--- src/rtl/spi_event_tx.sv ---
// Event-report transmitter: queues 32-bit event words and streams them
// to the host over the SPI core user interface after a read command.
module spi_event_tx #(
    parameter int         DEPTH = 8,
    parameter logic [7:0] CMD   = 8'hF5
) (
    input  logic        clk,
    input  logic        resetq,
    input  logic [31:0] evt_data,
    input  logic        evt_valid,
    input  logic [7:0]  usr_mosi_data,
    input  logic        usr_mosi_stb,
    input  logic        usr_miso_ack,
    input  logic        csn_fall,
    input  logic        csn_rise,
    output logic [7:0]  usr_miso_data,
    output logic        pending,
    output logic        overflow,
    output logic [4:0]  level
);

    localparam int AW = $clog2(DEPTH);

    typedef enum logic [2:0] {
        S_IDLE, S_CMD, S_HDR, S_DATA, S_PAD
    } state_t;

    state_t state, state_nxt;

    logic [31:0]   mem [DEPTH];
    logic [AW-1:0] wptr, rptr, rd_nxt;
    logic [4:0]    n, n_nxt, cnt, cnt_nxt;
    logic [1:0]    idx, idx_nxt;
    logic          pop, push, drop, hdr_ack, ovf_nxt, upd;
    logic [7:0]    miso_nxt;
    logic [31:0]   head;

    // A pop frees a slot, so a push into a full FIFO survives it.
    assign pop     = (state == S_DATA) && usr_miso_ack && (idx == 2'd3);
    assign push    = evt_valid && ((level < 5'(DEPTH)) || pop);
    assign drop    = evt_valid && !push;
    assign hdr_ack = (state == S_HDR) && usr_miso_ack;
    assign ovf_nxt = drop | (overflow & ~hdr_ack);
    assign rd_nxt  = pop ? rptr + AW'(1) : rptr;
    assign head    = mem[rd_nxt];
    assign pending = |level;

    always_ff @(posedge clk) begin
        if (push) mem[wptr] <= evt_data;
    end

    always_ff @(posedge clk or negedge resetq) begin
        if (!resetq) begin
            wptr     <= '0;
            rptr     <= '0;
            level    <= '0;
            overflow <= 1'b0;
        end else begin
            if (push) wptr <= wptr + AW'(1);
            if (pop)  rptr <= rptr + AW'(1);
            if (push && !pop)      level <= level + 5'd1;
            else if (pop && !push) level <= level - 5'd1;
            overflow <= ovf_nxt;
        end
    end

    always_ff @(posedge clk or negedge resetq) begin
        if (!resetq) begin
            state         <= S_IDLE;
            n             <= '0;
            cnt           <= '0;
            idx           <= '0;
            usr_miso_data <= 8'h00;
        end else begin
            state <= state_nxt;
            n     <= n_nxt;
            cnt   <= cnt_nxt;
            idx   <= idx_nxt;
            if (upd) usr_miso_data <= miso_nxt;
        end
    end

    always_comb begin
        state_nxt = state;
        n_nxt     = n;
        cnt_nxt   = cnt;
        idx_nxt   = idx;
        if (csn_rise) begin
            state_nxt = S_IDLE;
        end else if (csn_fall) begin
            state_nxt = S_CMD;
        end else begin
            unique case (state)
                S_CMD: if (usr_mosi_stb) begin
                    if (usr_mosi_data == CMD) begin
                        state_nxt = S_HDR;
                        n_nxt     = level;
                    end else begin
                        state_nxt = S_PAD;
                    end
                end
                S_HDR: if (usr_miso_ack) begin
                    idx_nxt   = 2'd0;
                    cnt_nxt   = n;
                    state_nxt = (n == 5'd0) ? S_PAD : S_DATA;
                end
                S_DATA: if (usr_miso_ack) begin
                    idx_nxt = idx + 2'd1;
                    if (idx == 2'd3) begin
                        cnt_nxt = cnt - 5'd1;
                        if (cnt == 5'd1) state_nxt = S_PAD;
                    end
                end
                default: ;
            endcase
        end
    end

    // Output only moves on a trigger so the byte holds between acks.
    always_comb begin
        upd = csn_rise | csn_fall
            | ((state == S_CMD) && usr_mosi_stb)
            | (((state == S_HDR) || (state == S_DATA)) && usr_miso_ack);
        miso_nxt = 8'h00;
        unique case (state_nxt)
            S_HDR:  miso_nxt = {ovf_nxt, 2'b00, n_nxt};
            S_DATA: begin
                unique case (idx_nxt)
                    2'd0: miso_nxt = head[31:24];
                    2'd1: miso_nxt = head[23:16];
                    2'd2: miso_nxt = head[15:8];
                    default: miso_nxt = head[7:0];
                endcase
            end
            default: miso_nxt = 8'h00;
        endcase
    end

endmodule

--- config.mk ---
export PLATFORM = sky130hd
export DESIGN_NAME = spi_event_tx
export DESIGN_NICKNAME = d
export VERILOG_FILES = /design/src/rtl/spi_event_tx.sv
export SDC_FILE = /design/constraint.sdc
export NUM_CORES = 1
export LEC_CHECK = 0
export CAP_MARGIN = 20
export CORE_UTILIZATION = 38
export CTS_CLUSTER_DIAMETER = 60
export DETAILED_ROUTE_END_ITERATION = 12
export PLACE_DENSITY_LB_ADDON = 0.1
export SYNTH_ARGS = -nofsm -noshare
export SYNTH_HDL_FRONTEND = slang
export SYNTH_SLANG_ARGS = --single-unit
--- constraint.sdc ---
create_clock -name clk -period 6.6 [get_ports clk]
set_input_delay 0.99 -clock clk [delete_from_list [all_inputs] [get_ports clk]]
set_output_delay 0.99 -clock clk [all_outputs]
set_load 0.1 [all_outputs]
==> results.json, run 1 <==
{
  "area_growth_pct": 16.3,
  "async_flop_share_pct": 12.0,
  "synthFlopType": "edfxtp_1",
  "clk_pin_slew_worst_paths_ns": 0.06,
  "drt_iter0_markers": 649,
  "syn_area_mm2": 0.0137,
  "dieArea_mm2": 0.0369,
  "grt_pass1_wl_mm": 54.2,
  "worst_r2r_startpoint": "state[0]",
  "design.core.area_mm2": 0.0356,
  "ctsHoldBuffers": 0,
  "crit_arrival_ns": 4.21,
  "yosysWarnings": 0,
  "p_leak_nw": 5.10,
  "slew_headroom_pct": 28.3,
  "final_core_util_pct": 44.9,
  "worstReg2RegEnd": "usr_miso_data[6]",
  "start_util_pct": 38.6,
  "drive_above_1_share_pct": 15.9,
  "gr-total-overflow": 0,
  "ff2ff_path_depth": 10,
  "setup-tns-final_ns": 0,
  "cts_buffer_depth": 3,
  "rrSetupSlack_ns": 3.03,
  "grtUsageTotal_pct": 20.0,
  "clock_skew_ns": 0.0123,
  "postCtsSetupBuffers": 0,
  "vias": 8676,
  "cts_tree": "built",
  "clock_latency_ns": 0.51,
  "synth_enable_flop_cells": 256,
  "num_io_pins": 62,
  "die_w_um": 192,
  "worstSetupEndpointType": "register",
  "num_rows": 69,
  "synth.avg_cell_area_um2": 14.6,
  "totalPowerFinal_mw": 4.80,
  "die_y_um": 192,
  "synth_top_cell_by_area": "edfxtp_1",
  "hold_depth": 2,
  "p_int_mw": 3.57,
  "tightestPinTransition_ns": 1.08,
  "required_ns": 6.98,
  "clock_sinks": 291,
  "drt-total-wl_mm": 36.1,
  "synth_top_area_share_pct": 56.0,
  "min_period_ns": 3.84,
  "crit_buf_inv": 4,
  "preCtsSetupSlack_ns": 2.23,
  "share_seq_of_total_power_pct": 47.3,
  "min_path_type": "reg2reg",
  "io_buffers": 61,
  "finalCritPeriodShare_pct": 58.1,
  "max_stage_delay_ns": 0.67,
  "layout.nets": 1054,
  "htree_num_levels": 2,
  "p_sw_share_pct": 25.6,
  "critPathTopFamily": "buffers and inverters",
  "grt_max_degree": 65,
  "vias_per_cell": 5.85,
  "worst_slack_ns": 2.76,
  "p_per_area_mw_per_mm2": 301,
  "post-place-cells": 1420,
  "nFillCells": 3164,
  "cts-buffers-inserted": 35,
  "ys_ff_latch": 291,
  "fmax_ghz": 0.261,
  "finalSetupViolations": 0,
  "slew_violations": 0,
  "finalHoldViolCount": 0,
  "yosysMostFrequentCell": "edfxtp_1",
  "antenna_cells": 0,
  "hp-start": "usr_miso_data[6]",
  "gp_congestion": 0.806,
  "power_frac_comb_pct": 12.4,
  "crit_top_cell": "buf_4",
  "routedWlPerCell_um": 24.4,
  "status": "finished clean",
  "crit_type": "in2reg",
  "fin_cells": 1483,
  "drc_errors": 0,
  "cp-start-kind": "input pin",
  "antenna_found_initial": 0,
  "cap_violations": 0,
  "ys_types": 78,
  "min_to": "usr_miso_data[6]",
  "synthCells": 941,
  "drt_pass1_iterations": 6,
  "synth.yosys.seq_area_share_pct": 62.4,
  "worstPathCellList": "clkdlybuf4s50_1, nand3_1, nor2_4, xnor2_2, buf_4, inv_2, buf_4, mux4_2, a2111oi_0, o21bai_1, o31ai_2",
  "syn_nets": 999,
  "netlist_top_cells_count": "edfxtp_1, mux2i_1, o22ai_1, nand2_1, buf_2",
  "crit_slowest_cell": "clkdlybuf4s50_1",
  "peakVddDrop_v": 0.000197,
  "cts-root-buf": "clkbuf_16",
  "startpoint": "usr_miso_ack",
  "p_clk_share_pct": 40.2,
  "synthTopCellsByArea": "edfxtp_1, mux2i_1, mux4_2",
  "grt_pass1_vias": 8540,
  "switching_power_mw": 1.23,
  "dpl.hpwl_mm": 21.8,
  "rsz0062_at_grt": "no",
  "postRouteAntennaNets": 0,
  "cts_resized": 0,
  "worst-path-max-fanout": 23
}
area by class of cell:
type	instances	area (µm²)	area share (%)
multi-input combinational	569	4820	30.2
tap	461	577	3.61
clock inverter	20	198	1.24
timing repair buffer	83	771	4.83
clock buffer	43	968	6.07
inverter	16	60.1	0.376
sequential	291	8570	53.7
cells in the final DEF, fill, tap and decap left out, types with 12 or more instances in the layout:
cell type	instances
mux4_2	39
a211oi_1	23
o221ai_1	21
nand3_1	12
nor2b_1	19
o22ai_1	55
inv_1	12
nor2_1	16
buf_4	22
nand2_1	44
mux2i_1	92
mux2_2	12
dfrtp_1	33
nor3_1	33
o21ai_0	23
clkbuf_16	37
clkdlybuf4s50_1	60
a21oi_1	28
edfxtp_1	256
per-layer routing:
layer / global-route usage (%) / part of all wire (%) / up-vias / routed length, µm
met5: 0 / 0 / - / 0
met4: 4.57 / 1.7 / 0 / 631
met3: 2.59 / 4.9 / 50 / 1780
met2: 32.2 / 47 / 270 / 17100
met1: 28.6 / 46 / 4429 / 16700
li1: - / - / 3927 / -
per-stage QoR:
| step | area [µm²] | hold WS, ns |
|---|---|---|
| after floorplan | 13700 | 0.486 |
| after global placement | 14800 | 0.509 |
| after detailed placement | 14800 | 0.516 |
| after CTS | 16000 | 0.529 |
| after global routing | 16000 | 0.569 |
| final | 16000 | 0.540 |
worst max-delay path by stage:
stage	to	slack (ns)	depth (start not counted)
floorplan	mem[0][0]	0.98	9
global placement	usr_miso_data[6]	2.26	11
CTS	usr_miso_data[6]	2.76	11
detailed placement	usr_miso_data[6]	2.23	11
finish	usr_miso_data[6]	2.76	11
global route	usr_miso_data[6]	2.56	11
power groups by stage:
stage | registers, mW | logic (mW) | clock network [mW]
final | 2.27 | 0.596 | 1.93
after global routing | 2.29 | 0.642 | 2.05
after CTS | 2.27 | 0.606 | 1.98
after detailed placement | 2.31 | 0.605 | 0
after global placement | 2.31 | 0.606 | 0
after floorplan | 2.39 | 0.282 | 0
sequential cells by signal (all words and copies together), names as in the netlist:
name and cells:
cnt 5, wptr 3, mem 256, usr_miso_data 8, rptr 3, idx 2, overflow 1, n 5
level 5, state 3
cells by family after synthesis:
logic type	count (synthesis)	synth area share (%)
AOI/OAI and AO/OA	225	11.8
xor gates and xnor gates	9	0.629
adders and majority gates	11	1.06
buffers and inverters	81	2.94
DFF	291	62.4
muxes	144	14.2
and+or+nand+nor	180	7.00
worst reg2reg max path, delay by kind of cell (launching register included):
kind / cells / cell delay [ns]
flip-flops: 1 / 0.68
multiplexers: 1 / 0.36
AND/OR/NAND/NOR: 2 / 0.63
XOR/XNOR: 1 / 0.07
buffers and inverters: 3 / 1.02
AO/OA/AOI/OAI: 3 / 0.68
(Power assumes the default switching activity.)
==> inputs of run 2 (changes only) <==
==> constraint.sdc (replaced) <==
create_clock -name clk -period 3.8 [get_ports clk]
set_input_delay 0.57 -clock clk [delete_from_list [all_inputs] [get_ports clk]]
set_output_delay 0.57 -clock clk [all_outputs]
set_load 0.1 [all_outputs]
==> run 2 against run 1 <==
Sequential share of layout area fell by 0.36 points. Global-route usage rose by 0.21 points. Setup slack got worse by 2.3 ns. Die area did not move. Core utilization rose by 0.31 points. Total power rose by 71%. Cell area rose by 0.68%.
==> results.json, run 2 (same netlist as run 1, synthesis figures left out) <==
{
  "status": "finished clean",
  "drt-total-wl_mm": 36.2,
  "p_leak_nw": 5.13,
  "grt_pass1_vias": 8821,
  "worst-path-max-fanout": 6,
  "cts-root-buf": "clkbuf_16",
  "cts-buffers-inserted": 35,
  "cts_tree": "built",
  "switching_power_mw": 2.13,
  "cts_resized": 0,
  "top_layer": "met4",
  "grt_max_degree": 59,
  "final_core_util_pct": 45.2,
  "clock_sinks": 291,
  "power_frac_comb_pct": 12.8,
  "clock_latency_ns": 0.51,
  "finalSetupViolations": 0,
  "reg.largest.list": "mem (256), usr_miso_data (8)",
  "dieArea_mm2": 0.0369,
  "antenna_found_initial": 0,
  "min_period_ns": 3.29,
  "crit_slowest_cell": "clkdlybuf4s50_1",
  "crit_type": "reg2out",
  "crit_arrival_ns": 2.72,
  "tightestPinTransition_ns": 0.980,
  "grtUsageTotal_pct": 20.2,
  "die_y_um": 192,
  "io_buffers": 61,
  "start_util_pct": 38.6,
  "htree_num_levels": 2,
  "finalHoldViolCount": 0,
  "vias_per_cell": 5.76,
  "worstSetupEndpointType": "primary output",
  "layout.nets": 1064,
  "wl_met1_mm": 16.4,
  "num_rows": 69,
  "totalPowerFinal_mw": 8.20,
  "postCtsSetupBuffers": 0,
  "fmax_ghz": 0.304,
  "crit_cells": 3,
  "dpl.hpwl_mm": 21.7,
  "ff_latch_area_mm2": 0.00857,
  "final_common_cell": "edfxtp_1",
  "p_per_area_mw_per_mm2": 510,
  "peakVddDrop_v": 0.000446,
  "clk_pin_slew_worst_paths_ns": 0.06,
  "gp_congestion": 0.764,
  "num_io_pins": 62,
  "cp-start-kind": "register",
  "largest_reg_flops": 256,
  "vias": 8597,
  "area_growth_pct": 17.1,
  "holdWs_ns": 0.218,
  "final_cell_mix": "edfxtp_1, mux2i_1, clkdlybuf4s50_1, o22ai_1, nand2_1",
  "critPathTopFamily": "buffers and inverters",
  "p_sw_share_pct": 26.0,
  "slew_headroom_pct": 34.4,
  "drt_pass1_iterations": 5,
  "cts_buffer_depth": 3,
  "min_path_type": "in2async",
  "antenna_cells": 0,
  "setup-tns-final_ns": 0,
  "gr-total-overflow": 0,
  "worstPathCellList": "or2_2, or4_1, clkdlybuf4s50_1",
  "route.met2.wl_mm": 17.3,
  "drt_iter0_markers": 468,
  "cap_violations": 0,
  "clock_skew_ns": 0.0183,
  "multiInputGateArea_mm2": 0.00484,
  "share_seq_of_total_power_pct": 48.2,
  "ctsHoldBuffers": 0,
  "required_ns": 3.23,
  "drc_errors": 0,
  "dr_wl_met3_mm": 1.57,
  "top_register": "mem",
  "ff2ff_path_depth": 14,
  "rsz0062_at_grt": "no",
  "postRouteAntennaNets": 0,
  "finalCritPeriodShare_pct": 86.6,
  "nFillCells": 3182,
  "drive_above_1_share_pct": 16.0,
  "p_clk_share_pct": 39.0,
  "design.core.area_mm2": 0.0356,
  "grt_pass1_wl_mm": 54.9,
  "routedWlPerCell_um": 24.2,
  "crit_buf_inv": 1,
  "slew_violations": 0,
  "max_stage_delay_ns": 0.98,
  "p_int_mw": 6.06,
  "die_w_um": 192
}
## run 2: worst reg2reg max path: stages (launching register included)
cell	delay (ns)
dfrtp_1	0.57
nand3b_4	0.31
nor2_4	0.21
inv_2	0.06
nand2_1	0.05
nand2_1	0.18
inv_1	0.20
ha_1	0.20
inv_1	0.10
fa_1	0.42
a21o_1	0.17
a21oi_1	0.16
xnor2_1	0.13
nor2_1	0.06
xor2_1	0.14
## run 2: worst paths after layout
kind                                     to             start  slack (ns)
max reg2reg                        level[4]          state[1]        0.69
max                                 pending          level[3]        0.51
min in group clk           usr_miso_data[5]  usr_miso_data[5]        0.53
max in group asynchronous           rptr[1]            resetq        2.87
min reg2reg                usr_miso_data[5]  usr_miso_data[5]        0.53
min                                level[3]            resetq        0.22
## run 2: cell type report
class                      count  area share, %
sequential                   291           53.3
multi-input combinational    569           30.1
timing repair buffer          93           5.89
clock buffer                  48           5.82
tap                          461           3.59
clock inverter                14          0.934
inverter                      16          0.374
## run 2: layer usage
layer / global-route usage, % / vias to the layer above
li1: - / 3951
met3: 2.78 / 58
met2: 33.6 / 213
met4: 6.21 / 0
met1: 27.2 / 4375
met5: 0 / -
## run 2: power groups by stage
stage                     Sequential, mW  Combinational, mW  Clock, mW
after floorplan                     4.15              0.491          0
after global placement              4.02               1.07          0
after detailed placement            4.02               1.07          0
after CTS                           3.96               1.07       3.28
after global routing                3.98               1.14       3.40
final                               3.95               1.05       3.19
## run 2: stage by stage
step / cell area [µm²] / setup WS (ns) / cells
after floorplan: 13700 / -0.563 / 941
after global placement: 15000 / 0.368 / 1430
after detailed placement: 15000 / 0.340 / 1430
after CTS: 16100 / 0.484 / 1492
after global routing: 16100 / 0.403 / 1492
final: 16100 / 0.510 / 1492
